$ cat config.mk
export PLATFORM = sky130hd
export DESIGN_NAME = ttl_74148_sync
export DESIGN_NICKNAME = d
export VERILOG_FILES = /design/src/rtl/ttl_pkg.sv /design/src/rtl/ttl_prio_pick.sv /design/src/rtl/ttl_74148_sync.sv
export SDC_FILE = /design/constraint.sdc
export NUM_CORES = 1
export LEC_CHECK = 0
export ABC_AREA = 1
export CORE_MARGIN = 1.5
export CORE_UTILIZATION = 50
export CTS_CLUSTER_SIZE = 20
export DETAILED_ROUTE_END_ITERATION = 8
export PLACE_DENSITY = 0.73
export SKIP_LAST_GASP = 1
export SYNTH_ARGS = -nofsm -noshare
export SYNTH_HDL_FRONTEND = slang
export SYNTH_HIERARCHICAL = 1
export SYNTH_SLANG_ARGS = --single-unit
$ cat constraint.sdc
create_clock -name clk -period 2.1 [get_ports clk]
set_input_delay 0.63 -clock clk [delete_from_list [all_inputs] [get_ports clk]]
set_output_delay 0.63 -clock clk [all_outputs]
set_load 0.02 [all_outputs]
$ cat src/rtl/ttl_pkg.sv
// Shared definitions for the ttl_74148_sync priority encoder: FSM encoding
// and the strobe-width legality check.
package ttl_pkg;

  localparam int TTL_DEFAULT_WIDTH_IN = 8;

  typedef enum logic {
    ST_IDLE    = 1'b0,
    ST_PRESENT = 1'b1
  } state_t;

  function automatic bit width_in_legal(input int w);
    return (w >= 2) && ((w & (w - 1)) == 0);
  endfunction

endpackage

$ cat src/rtl/ttl_prio_pick.sv
// Combinational priority pick: first set pending bit found when searching
// downward from 'start' with wrap-around.
module ttl_prio_pick #(
  parameter int WIDTH_IN  = 8,
  parameter int WIDTH_OUT = $clog2(WIDTH_IN)
) (
  input  logic [WIDTH_IN-1:0]  pending,
  input  logic [WIDTH_OUT-1:0] start,
  output logic [WIDTH_OUT-1:0] index,
  output logic                 any
);

  // rot[j] is line (start - j) mod WIDTH_IN, so the lowest set j wins
  logic [WIDTH_IN-1:0] rot;

  genvar gi;
  generate
    for (gi = 0; gi < WIDTH_IN; gi++) begin : g_rot
      localparam logic [WIDTH_OUT-1:0] OFS = WIDTH_OUT'(gi);
      assign rot[gi] = pending[start - OFS];
    end
  endgenerate

  always_comb begin
    index = '0;
    any   = |rot;
    for (int j = WIDTH_IN - 1; j >= 0; j--) begin
      if (rot[j]) index = start - WIDTH_OUT'(j);
    end
  end

endmodule

$ cat src/rtl/ttl_74148_sync.sv
// Clocked 8-to-3 priority encoder with pending-request latch and valid/ready
// delivery. Define TTL_ROUND_ROBIN_EN for rotating priority instead of fixed.
module ttl_74148_sync
  import ttl_pkg::*;
#(
  parameter int WIDTH_IN  = TTL_DEFAULT_WIDTH_IN,
  parameter int WIDTH_OUT = $clog2(WIDTH_IN)
) (
  input  logic                 clk,
  input  logic                 reset_n,
  input  logic                 EI_bar,
  input  logic [WIDTH_IN-1:0]  I_bar,
  output logic [WIDTH_OUT-1:0] A,
  output logic                 valid,
  input  logic                 ready,
  output logic                 GS_bar,
  output logic                 EO_bar,
  output logic                 overflow
);

  generate
    if (!width_in_legal(WIDTH_IN)) begin : g_bad_width
      $error("ttl_74148_sync: WIDTH_IN must be a power of two >= 2");
    end
  endgenerate

  logic [WIDTH_IN-1:0]  prev_reg;
  logic [WIDTH_IN-1:0]  pending_reg, pending_next;
  logic [WIDTH_IN-1:0]  capture, clr;
  logic [WIDTH_OUT-1:0] a_reg, a_next;
  logic [WIDTH_OUT-1:0] start, pick_idx;
  logic                 pick_any, load, ovf_reg;
  state_t               state_reg, state_next;

  // Falls are still tracked while disabled so re-enabling cannot fake a strobe
  assign capture = EI_bar ? '0 : (prev_reg & ~I_bar);

`ifdef TTL_ROUND_ROBIN_EN
  logic [WIDTH_OUT-1:0] last_reg;
  assign start = last_reg - WIDTH_OUT'(1);
`else
  assign start = WIDTH_OUT'(WIDTH_IN - 1);
`endif

  ttl_prio_pick #(
    .WIDTH_IN (WIDTH_IN),
    .WIDTH_OUT(WIDTH_OUT)
  ) u_pick (
    .pending(pending_reg),
    .start  (start),
    .index  (pick_idx),
    .any    (pick_any)
  );

  always_comb begin
    state_next = state_reg;
    a_next     = a_reg;
    clr        = '0;
    load       = 1'b0;
    case (state_reg)
      ST_IDLE:    load = pick_any;
      ST_PRESENT: begin
        if (ready) begin
          if (pick_any) load = 1'b1;
          else          state_next = ST_IDLE;
        end
      end
      default:    state_next = ST_IDLE;
    endcase
    if (load) begin
      state_next    = ST_PRESENT;
      a_next        = pick_idx;
      clr[pick_idx] = 1'b1;
    end
  end

  // A new capture on the same bit as this cycle's clear keeps it pending
  assign pending_next = (pending_reg & ~clr) | capture;

  always_ff @(posedge clk) begin
    if (!reset_n) begin
      prev_reg    <= '1;
      pending_reg <= '0;
      state_reg   <= ST_IDLE;
      a_reg       <= '0;
      ovf_reg     <= 1'b0;
    end else begin
      prev_reg    <= I_bar;
      pending_reg <= pending_next;
      state_reg   <= state_next;
      a_reg       <= a_next;
      if (|(capture & pending_reg)) ovf_reg <= 1'b1;
    end
  end

`ifdef TTL_ROUND_ROBIN_EN
  always_ff @(posedge clk) begin
    if (!reset_n)  last_reg <= '0;
    else if (load) last_reg <= pick_idx;
  end
`endif

  assign A        = a_reg;
  assign valid    = (state_reg == ST_PRESENT);
  assign overflow = ovf_reg;
  assign GS_bar   = EI_bar | ~(valid | (|pending_reg));
  assign EO_bar   = EI_bar | valid | (|pending_reg);

endmodule

==> reports/metrics.yaml <==
critical_path:
  slowest_delay_ns: 0.61
  crit_path_end_kind: "output pin"
  cp_top_family: "buffers and inverters"
  worstPathMaxFanout: 4
  reg2reg_to: "pending_reg[0]"
  critical_path_class: "reg -> out"
  crit_chain: "clkdlybuf4s50_1"
  path_buf_inv: 1
  slowest_stage: "clkdlybuf4s50_1"
  cp-start-kind: "flip-flop"
  arrival_ns: 1.29
  r2r_start: "pending_reg[7]"
  worst_ep_required_time_ns: 1.47
  ff2ff_path_depth: 12
  reg2reg_slack_ns: 0.18
placement:
  dpl.hpwl_um: 2840
  place_inst: 301
  place_ws_ns: -0.409
  place_area_um2: 1780
  io_buffer_count: 18
  place_congestion: 0.971
cts:
  clkLatencyLatePin_ns: 0.31
  path_clk_slew_ns: 0.12
  clockBufferDepth: 2
  h-tree-depth: 1
  cts_hold_buf: 0
  cts_buffers: 3
  cts_tree: "yes"
  cts.sinks: 21
  clockRootBuffer: "clkbuf_4"
final_layout:
  diodes: 0
  fillers: 266
  final_common_cell: "nand2_1"
  syn2layout_area_growth_pct: 22.6
  final_nets: 290
  fin_area_um2: 1850
  drive_gt1_share_pct: 19.6
  final_cells: 306
  mostFrequentLayoutCells: "64 x nand2_1, 40 x nand3_1, 20 x dfxtp_1"
logic_synthesis:
  synth_edf_count: 0
  ys_ff_latch: 21
  synthAdderAreaFrac_pct: 1.66
  yosysUniqueCellTypes: 24
  synthMuxAreaShare_pct: 0
  synth-async-reset-ratio_pct: 0
  netlist_instances: 241
  syn_area_per_cell_um2: 6.26
  ys_dominant_reg_cell: "dfxtp_1"
  yosys.area_share.simple_pct: 45.6
  synth_top_family_by_area: "simple AND/OR/NAND/NOR gates"
  synth-compound-area-share_pct: 12.4
  synth_xor_area_share_pct: 3.32
  syn-cell-area_um2: 1510
  synth.yosys.seq_area_share_pct: 27.9
  synth_warnings: 6
sta:
  fmax_ghz: 0.520
  tns_ns: 0
  whs_ns: 0.465
  min_period_ns: 1.92
  post-route-period-util_pct: 91.6
  clock_skew_ns: 0.00978
  rsz0062_at_grt: "true"
  finalHoldViolations: 0
  worst_slack_ns: 0.177
  finalSetupViolCount: 0
  slew_viol_final: 0
drt:
  antenna_left: 0
  drc: 0
  drtIter0Drc: 84
  via_per_inst: 5.19
  wl_per_cell_um: 11.3
  drt-total-wl_um: 3470
  first_pass_iters: 4
  vias: 1589
global_route:
  globalRouteOverflowTotal: 0
  grt_pass1_wl_um: 6160
  grt_max_degree: 13
  antenna_found_initial: 0
  grtUsageTotal_pct: 23.5
  grt_pass1_vias: 1450
power_and_ir_drop:
  power_density_nw_per_um2: 625
  irDropWorstVdd_mv: 0.455
  leakagePower_uw: 0.000905
die:
  dieArea_um2: 3360
  die_w_um: 57.9
  start_util_pct: 53.8
  fp.coreArea_um2: 2810
  io_pins: 19
  fp-row-count: 19
  die_h_um: 57.9
flow_run:
  cap_violations: 0
hold_path:
  worstHoldPathCells: 2
  holdCritStartpoint: "prev_reg[3]"
  min_to: "pending_reg[3]"
  hp-class: "reg -> reg"
run_status:
  status: "finished clean"
[area by class of cell]
| type | count | area [um2] | share of cell area [%] |
|---|---|---|---|
| Multi-Input combinational cell | 196 | 1010 | 54.6 |
| Sequential cell | 21 | 422 | 22.8 |
| Inverter | 25 | 96.3 | 5.21 |
| Clock inverter | 1 | 5.00 | 0.271 |
| Timing Repair Buffer | 29 | 255 | 13.8 |
| Tap cell | 31 | 38.8 | 2.10 |
| Clock buffer | 3 | 22.5 | 1.22 |
[metal layers]
layer / up-vias / part of all wire [%] / global-route usage (%)
li1: 860 / - / -
met1: 688 / 46 / 28.8
met2: 33 / 49 / 40.9
met3: 8 / 3.0 / 3.35
met4: 0 / 1.4 / 9.97
met5: - / 0 / 0
[worst max path at each step]
stage,end,cells past startpoint,from
floorplan,GS_bar,3,pending_reg[6]
global placement,GS_bar,4,EI_bar
detailed placement,GS_bar,4,EI_bar
CTS,GS_bar,4,EI_bar
global route,pending_reg[4],15,pending_reg[2]
finish,valid,1,valid
[through the flow]
stage	util (%)	total power (uW)
4_1_cts	64.2	1120
6_report	65.9	1160
5_1_grt	65.9	1250
3_5_place_dp	63.6	930
2_1_floorplan	-	801
3_3_place_gp	63.6	927
[where the power goes]
part           switching [uW]  leakage [uW]  total, uW  internal, uW
Sequential               18.8      0.000175        452           433
Clock                     124     0.0000177        195          71.3
Combinational             309      0.000713        509           199
[logic make-up after synthesis]
logic type | after synthesis
AO/OA/AOI/OAI | 36
adder cells (fa/ha/maj) | 2
buffers and inverters | 29
other | 1
AND/OR/NAND/NOR | 148
XOR/XNOR | 4
flip-flops | 21
[Yosys cell counts (2+ instances only)]
master   count  share of area [%]
o21ai_1      2               0.66
buf_6        3                2.2
ha_1         2                1.7
inv_1       19                4.7
nand2_2      4                1.7
or2_2        6                2.5
o21ai_0     11                3.6
xor2_2       2                2.2
nand3_2      7                4.6
nand4_1      2               0.83
a21oi_1     20                6.6
inv_2        5                1.2
dfxtp_1     21                 28
nor2_1      18                4.5
a31oi_1      2               0.83
nand2_1     66                 16
nand3_1     43                 14
xnor2_1      2                1.2
[repair_timing]
| item | CTS | global route |
|---|---|---|
| gates resized for setup | 9 | 12 |
| endpoints found under the setup margin | 2 | 11 |
| setup buffers | 0 | 1 |
| pin swaps | 0 | 3 |
Note: power is estimated with default switching activity, not from simulation.
